$ cat config.mk
export PLATFORM = sky130hd
export DESIGN_NAME = sum_accumulator
export DESIGN_NICKNAME = d
export VERILOG_FILES = /design/src/rtl/sum_accumulator.sv
export SDC_FILE = /design/constraint.sdc
export NUM_CORES = 1
export LEC_CHECK = 0
export ABC_CLOCK_PERIOD_IN_PS = 3790
export CAP_MARGIN = 30
export CORE_AREA = 2 2 43 45
export CTS_CLUSTER_DIAMETER = 80
export DETAILED_ROUTE_END_ITERATION = 7
export DIE_AREA = 0 0 45 47
export PLACE_DENSITY = 0.79
export REMOVE_ABC_BUFFERS = 1
export SLEW_MARGIN = 25
export SYNTH_ARGS = -nofsm -noshare
export SYNTH_HDL_FRONTEND = slang
export SYNTH_SLANG_ARGS = --single-unit
export TNS_END_PERCENT = 5
$ cat constraint.sdc
create_clock -name clk -period 3.79 [get_ports clk]
set_clock_uncertainty 0.1 [all_clocks]
set_input_delay 0.5685 -clock clk [delete_from_list [all_inputs] [get_ports clk]]
set_output_delay 0.5685 -clock clk [all_outputs]
set_load 0.02 [all_outputs]
$ cat src/rtl/sum_accumulator.sv
// sum_accumulator: first clocked stage after the 4-bit adder.
// Accepts COUNT {c,o} results over valid/ready, sums them modulo 2^ACC_W with a
// sticky wrap flag, then holds the frame total until downstream takes it.
module sum_accumulator #(
    parameter int COUNT = 4,
    parameter int ACC_W = 8
) (
    input  logic             clk,
    input  logic             rst_n,
    input  logic             clear,
    input  logic             in_valid,
    output logic             in_ready,
    input  logic             in_c,
    input  logic [3:0]       in_o,
    output logic             out_valid,
    input  logic             out_ready,
    output logic [ACC_W-1:0] out_sum,
    output logic             out_ovf
);

    // Counter must hold 0..COUNT-1 at least; keep it at one bit minimum.
    localparam int CNT_W = ($clog2(COUNT + 1) < 1) ? 1 : $clog2(COUNT + 1);
    localparam logic [CNT_W-1:0] LAST = CNT_W'(COUNT - 1);

    typedef enum logic {
        ACCUM = 1'b0,
        HOLD  = 1'b1
    } state_e;

    state_e             state_q, state_d;
    logic [ACC_W-1:0]   acc_q,   acc_d;
    logic [CNT_W-1:0]   cnt_q,   cnt_d;
    logic               ovf_q,   ovf_d;

    logic               accept;
    logic [ACC_W:0]     sample_w;
    logic [ACC_W:0]     sum_w;

    // Handshake flags are pure state decodes, so no input reaches them combinationally.
    assign in_ready  = (state_q == ACCUM);
    assign out_valid = (state_q == HOLD);
    assign out_sum   = acc_q;
    assign out_ovf   = ovf_q;

    assign accept   = in_valid && in_ready;
    // One extra bit above the accumulator captures the carry out of bit ACC_W-1.
    assign sample_w = {{(ACC_W - 4){1'b0}}, in_c, in_o};
    assign sum_w    = {1'b0, acc_q} + sample_w;

    // Next-state: clear wins over everything, then the per-state handshake.
    always_comb begin
        state_d = state_q;
        acc_d   = acc_q;
        cnt_d   = cnt_q;
        ovf_d   = ovf_q;
        if (clear) begin
            state_d = ACCUM;
            acc_d   = '0;
            cnt_d   = '0;
            ovf_d   = 1'b0;
        end else begin
            case (state_q)
                ACCUM: begin
                    if (accept) begin
                        acc_d = sum_w[ACC_W-1:0];
                        ovf_d = ovf_q | sum_w[ACC_W];
                        cnt_d = cnt_q + CNT_W'(1);
                        if (cnt_q == LAST) begin
                            state_d = HOLD;
                        end
                    end
                end
                HOLD: begin
                    // Total taken: restart the frame; no sample is accepted this edge.
                    if (out_ready) begin
                        state_d = ACCUM;
                        acc_d   = '0;
                        cnt_d   = '0;
                        ovf_d   = 1'b0;
                    end
                end
                default: begin
                    state_d = ACCUM;
                end
            endcase
        end
    end

    // State registers; reset drops any partial frame immediately.
    always_ff @(posedge clk or negedge rst_n) begin
        if (!rst_n) begin
            state_q <= ACCUM;
            acc_q   <= '0;
            cnt_q   <= '0;
            ovf_q   <= 1'b0;
        end else begin
            state_q <= state_d;
            acc_q   <= acc_d;
            cnt_q   <= cnt_d;
            ovf_q   <= ovf_d;
        end
    end

endmodule

# Word level (Yosys, flattened, before mapping)
# Index checks and enable logic that the tools add are counted.
dict set report word_totals {
  register_bits 13
  input_bits 10
  out_inout_bits 11
  elab_cells 30
}
dict set report op_classes {
  add_sub_neg 2
  eq_ne 3
  muxes 17
  bitwise 2
  reduce_logical 2
}
# operator n
set ops {}
lappend ops {{8-bit two-way mux} 3}
lappend ops {{8-bit one-hot mux with 2 select lines} 1}
lappend ops {{8-bit by 5-bit adder with 9-bit output} 1}
lappend ops {{3-bit two-way mux} 3}
lappend ops {{1-bit two-way mux} 7}
lappend ops {{3-bit one-hot mux with 2 select lines} 1}
lappend ops {{1-bit one-hot mux with 2 select lines} 2}
lappend ops {{3-bit by 1-bit adder with 3-bit output (second input constant)} 1}
lappend ops {{3-bit by 2-bit == test with 1-bit output (second input constant)} 1}
lappend ops {{3-bit by 2-bit != test with 1-bit output (second input constant)} 1}
lappend ops {{3-bit != test (second input constant)} 1}
lappend ops {{2-bit AND reduction} 1}
lappend ops {{1-bit logical AND} 1}
lappend ops {{1-bit inverter} 1}
lappend ops {{1-bit OR} 1}

# Longest topological paths before layout
# Gate-level depths: netlist of the first run.
dict set report logic_depth {
  word_depth 5
  depth_mapped 6
  mapped_depth_nobuf 6
}

# Worst setup path before layout of the first run
# OpenSTA, ideal clock, no wires.
dict set report synth_timing {
  path_kind {input port to flip-flop}
  from {input in_o[0]}
  to {register acc_q[4] (netlist: out_sum[4])}
  setup_time_ns 0.095
  arrival_time_ns 1.770
  slack_ns 1.825
  path_stages 5
  path_buffers 0
  path_cell_list {ha_1 -> fa_1 -> a21o_2 -> a21o_2 -> o31ai_1}
}
dict set report synth_via {
  elab_chain_cells 4
}
# element line_no
set synth_lines {}
lappend synth_lines {{start, declared} 14} ;# input logic [3:0] in_o,
lappend synth_lines {{8-bit by 5-bit adder with 9-bit output} 48} ;# assign sum_w = {1'b0, acc_q} + sample_w;
lappend synth_lines {{8-bit two-way mux} 64} ;# if (accept) begin
lappend synth_lines {{8-bit one-hot mux with 2 select lines} 62} ;# case (state_q)
lappend synth_lines {{8-bit two-way mux} 56} ;# if (clear) begin
lappend synth_lines {{end signal, assigned} 93} ;# acc_q <= '0;
lappend synth_lines {{end signal, assigned} 98} ;# acc_q <= acc_d;
lappend synth_lines {{end, declared} 31} ;# logic [ACC_W-1:0] acc_q, acc_d;
# Every way passes these cells. The select of a mux whose other input is x is not followed.
# A chain may end at the register's enable or synchronous reset.

# Worst setup path after layout of the first run
# Ends and elaborated chain as after synthesis.

==> impl_metrics.tcl, run 1 <==
set metrics [dict create \
    fmax_mhz 451 \
    dp_hpwl_um 1320 \
    drt_iter0_drc 5 \
    drt_pass1_iterations 5 \
    fin_crit_sh 0.584 \
    wl_met1_um 812 \
    cp_max_fo 3 \
    num_antenna_cells 0 \
    powerDensity_nw_per_um2 358 \
    fp-row-count 15 \
    dieArea_um2 2120 \
    ant_nets 0 \
    irDropWorstVdd_mv 0.180 \
    timing.max_cap.violations 0 \
    via_per_inst 5.73 \
    drc 0 \
    syn_avg_cell_area_um2 10.7 \
    cts-buffers-inserted 3 \
    h-tree-depth 1 \
    grt_pass1_wl_um 2820 \
    hp-class "reg -> reg" \
    clockRootBuffer "clkbuf_4" \
    ys_types 30 \
    cts_tree "done" \
    critPathMaxStageDelay_ns 0.41 \
    synth_seq_cells 13 \
    syn_inst 74 \
    grt_setup_unrepaired "no" \
    vias 659 \
    dr_wl_met2_um 806 \
    gp_congestion 0.745 \
    antenna_found_initial 0 \
    clock_latency_ns 0.28 \
    maxSlewViolCount 0 \
    cts_resized 0 \
    ios 21 \
    status "complete, no violations" \
    postCtsSetupBuffers 0 \
    maxSlewHeadroom 0.609 \
    grt-ovfl-total 0 \
    drive_above_1_share 0.153 \
    cts.sinks 13 \
    drt-total-wl_um 1750 \
    areaGrowthSynthToFinish_pct 31.4 \
    setup_slack_ns 1.58 \
    final_nets 117 \
    fillers 140 \
    cp-end-kind "flop" \
    highest-signal-layer "met4" \
    dr_wl_met3_um 83 \
    yosysWarningCount 0 \
    hold_viol_final 0 \
    cpMostUsedCell "a21o_2" \
    cts.clk_slew.worst_paths_ns 0.08 \
    finalSetupViolCount 0 \
    cp-start-kind "input pin" \
    crit_type "in -> reg" \
    clock_path_buffers 2 \
    required_ns 3.88 \
    yosysSeqAreaShare 0.412 \
    layout_min_cycle_time_ns 2.21 \
    cp_num_buf_inv 1 \
    worstMarginPinSlew_ns 0.585 \
    postCtsHoldBufs 0 \
    grt_max_degree 14 \
    core_um2 1650 \
    cp_top_family "compound AO/OA/AOI/OAI gates" \
    fin_setup_tns_ns 0 \
    die_w_um 45 \
    slowest_stage "clkdlybuf4s50_1" \
    start_util 0.478 \
    syn_area_um2 790 \
    rrSetupSlack_ns 1.88 \
    crit_chain "clkdlybuf4s50_1 -> ha_1 -> fa_1 -> a21o_2 -> a21o_2 -> o31ai_1" \
    avgRoutedWirePerCell_um 15.2 \
    grt_usage 0.192 \
    die_height_um 47 \
    pre_cts_ws_ns 1.28 \
    leakage_nw 0.456 \
    cp.arrival_ns 2.30 \
    port_buffers 20 \
    first_global_vias 634 \
]
routing by layer:
metal / vias to the layer above / track usage
met5: - / 0
met4: 0 / 0.124
met2: 17 / 0.306
met1: 312 / 0.239
met3: 6 / 0.0385
li1: 324 / -
sequential cells by signal, summed over array words and instances, names as in the netlist:
signal,flops
cnt_q,3
out_ovf,1
out_sum,8
out_valid,1
cell usage after synthesis, drive strengths merged:
library cell   n  share of area
nand2          8          0.038
a41oi          1          0.011
nor2           3          0.017
inv            3          0.014
nor2b          1          0.011
xor2           2          0.022
mux2i          1          0.013
a21oi          4          0.025
a21o           4          0.043
or3            1         0.0079
a211oi         3          0.035
nand3          1          0.013
and2           3          0.030
fa             1          0.025
a311oi         1          0.019
o22ai          1         0.0079
a2bb2oi        1          0.011
ha             7           0.11
dfrtp         13           0.41
o21ai          6          0.048
a22o           3          0.033
nor3           2          0.013
a2111o         1          0.014
o31ai          1         0.0095
nand2b         2          0.016
report_power, final:
group          switching (mW)  total [mW]  internal [mW]  leakage, nW
clock network          0.0499      0.0908         0.0409       0.0150
registers              0.0110       0.161          0.150        0.176
logic                  0.0610       0.119         0.0585        0.265
total                   0.122       0.371          0.249        0.456
area by class of cell:
type / instances / area (µm²) / area share
Clock buffer: 4 / 26.3 / 0.0253
Inverter: 3 / 11.3 / 0.0109
Multi-Input combinational cell: 58 / 453 / 0.437
Sequential cell: 13 / 325 / 0.314
Tap cell: 17 / 21.3 / 0.0205
Timing Repair Buffer: 20 / 200 / 0.193
stage by stage:
step                total power, mW  hold WS [ns]  cells   util  instance area (µm²)
CTS                           0.374         0.433    115  0.628                 1040
detailed placement            0.283         0.415    111  0.612                 1010
global placement              0.280         0.385    111  0.612                 1010
finish                        0.371         0.433    115  0.628                 1040
floorplan                     0.236         0.173     74      -                  790
global route                  0.391         0.448    115  0.628                 1040
worst reg2reg max path: cells and delay by family (launching register included):
kind                     cells  cell delay (ns)
flip-flops                   1             0.41
AO/OA/AOI/OAI                3             0.68
adder cells (fa/ha/maj)      2             0.63
logic make-up (layout without fill, tap and decap cells):
logic type | after synthesis | in the layout | synth area share
adders and majority gates | 8 | 8 | 0.136
DFF | 13 | 13 | 0.412
AOI/OAI and AO/OA | 26 | 26 | 0.257
muxes | 1 | 1 | 0.0127
and+or+nand+nor | 21 | 21 | 0.146
buffers and inverters | 3 | 27 | 0.0143
xor gates and xnor gates | 2 | 2 | 0.0222
path summary, 6_finish.rpt:
check / end / start / cells past startpoint
setup / recovery: out_sum[4] / in_o[0] / 6
hold / removal: out_sum[3] / out_sum[3] / 2
setup reg to reg: out_sum[4] / out_sum[0] / 5
hold reg to reg: out_sum[3] / out_sum[3] / 2
max in group asynchronous: cnt_q[2] / rst_n / 1
min in group asynchronous: out_sum[3] / rst_n / 1
cell usage in the layout, fill, tap and decap left out, drive strengths merged, types with 2 or more instances in the layout:
cell and count:
o21ai 6, clkbuf 4, ha 7, a21oi 4, and2 3, a211oi 3, nand2b 2, nor3 2
a21o 4, dfrtp 13, clkdlybuf4s50 20, nand2 8, inv 3, xor2 2, nor2 3, a22o 3
Note: power is estimated with default switching activity, not from simulation.
==> inputs of run 2 (changes only) <==
Settings changed: ABC_CLOCK_PERIOD_IN_PS 3790 to 2200, CORE_AREA 2 2 43 45 to 2 2 45 47, DIE_AREA 0 0 45 47 to 0 0 47 49, PLACE_DENSITY 0.79 to 0.73.
Clock period 3.79 ns to 2.2 ns, I/O delays scaled along.
==> impl_metrics.tcl, run 2 (synthesis gave the netlist of run 1 again) <==
set metrics [dict create \
    status "complete, no violations" \
    grt_pass1_wl_um 2870 \
    final_nets 118 \
    drt_iter0_drc 16 \
    grt_setup_unrepaired "no" \
    drt-total-wl_um 1770 \
    antenna_found_initial 0 \
    final_cells 126 \
    avgRoutedWirePerCell_um 14.0 \
    fmax_mhz 512 \
    hp-class "in -> async" \
    crit_chain "clkdlybuf4s50_1 -> ha_1 -> fa_1 -> a21o_2 -> a211oi_2 -> o21ai_0 -> a21oi_1" \
    num_antenna_cells 0 \
    irDropWorstVdd_mv 0.363 \
    ant_nets 0 \
    place_area_um2 1030 \
    clockRootBuffer "clkbuf_4" \
    vias 700 \
    cts_tree "done" \
    dieArea_um2 2300 \
    fillers 179 \
    layout_min_cycle_time_ns 1.95 \
    ios 21 \
    cp.arrival_ns 2.07 \
    slowest_stage "clkdlybuf4s50_1" \
    die_w_um 47 \
    fp-row-count 16 \
    clock_latency_ns 0.28 \
    postCtsHoldBufs 0 \
    drive_above_1_share 0.162 \
    grt_usage 0.174 \
    areaGrowthSynthToFinish_pct 33.9 \
    cp_top_family "compound AO/OA/AOI/OAI gates" \
    final_area_um2 1060 \
    cp_num_buf_inv 1 \
    dp_hpwl_um 1390 \
    cts-buffers-inserted 3 \
    clock_path_buffers 2 \
    maxSlewHeadroom 0.604 \
    cp_max_fo 3 \
    cp-start-kind "input pin" \
    first_global_vias 695 \
    via_per_inst 5.56 \
    cts.sinks 13 \
    port_buffers 20 \
    h-tree-depth 1 \
    fin_crit_sh 0.888 \
    required_ns 2.31 \
    hold_viol_final 0 \
    postCtsSetupBuffers 0 \
    timing.max_cap.violations 0 \
    finalSetupViolCount 0 \
    critPathMaxStageDelay_ns 0.41 \
    core_um2 1840 \
    drt_pass1_iterations 4 \
    grt_max_degree 14 \
    dp.cells 122 \
    cp-end-kind "flop" \
    leakage_nw 0.461 \
    gp_congestion 0.826 \
    cts.clk_slew.worst_paths_ns 0.07 \
    maxSlewViolCount 0 \
    largest_register_ffs 8 \
    die_height_um 49 \
    crit_type "in -> reg" \
    start_util 0.429 \
    grt-ovfl-total 0 \
    final_common_cell "clkdlybuf4s50_1" \
    worstMarginPinSlew_ns 0.592 \
    powerDensity_nw_per_um2 603 \
    cts_resized 0 \
    drc 0 \
    final_cell_mix "clkdlybuf4s50_1 (20), dfrtp_1 (13), nand2_1 (8), ha_1 (7)" \
    fin_util 0.574 \
]
run 2: cell count changes in the layout (fill, tap and decap cells not counted):
cell	previous run	this run
buf_4	0	1
run 2: layout make-up:
cell class	count	area, µm²	area share
Tap cell	27	33.8	0.0320
Sequential cell	13	325	0.308
Inverter	3	11.3	0.0107
Timing Repair Buffer	21	208	0.196
Clock buffer	4	26.3	0.0249
Multi-Input combinational cell	58	453	0.428
run 2: worst paths after layout:
kind                                  from          to  slack, ns  cells after the start
worst max register to register  out_sum[0]  out_sum[6]       0.31                      6
worst min-delay path                 rst_n   out_valid       0.32                      1
min in group clk                  cnt_q[0]    cnt_q[0]       0.41                      1
max in group asynchronous            rst_n  out_sum[7]       1.30                      1
worst min register to register    cnt_q[0]    cnt_q[0]       0.41                      1
worst max-delay path               in_o[0]  out_sum[6]       0.25                      7
run 2: where the power goes:
part           total, mW  internal, mW  switching, mW
clock network      0.150        0.0706         0.0796
registers          0.278         0.258         0.0201
logic              0.210         0.102          0.107
total              0.638         0.431          0.207
run 2: through the flow:
step | hold slack [ns] | setup TNS (ns) | worst slack (ns) | power [mW]
final | 0.317 | 0 | 0.246 | 0.638
after global routing | 0.364 | 0 | 0.165 | 0.676
after CTS | 0.332 | 0 | 0.239 | 0.644
after detailed placement | 0.399 | -0.200 | -0.0778 | 0.492
after global placement | 0.384 | 0 | 0.0133 | 0.485
after floorplan | -0.0656 | 0 | 0.325 | 0.407
run 2: layer usage:
metal	up-vias	wire (µm)	global-route usage
met1	332	751	0.209
met4	0	34	0.0787
met3	8	123	0.0556
li1	326	-	-
met5	-	0	0
met2	34	859	0.274
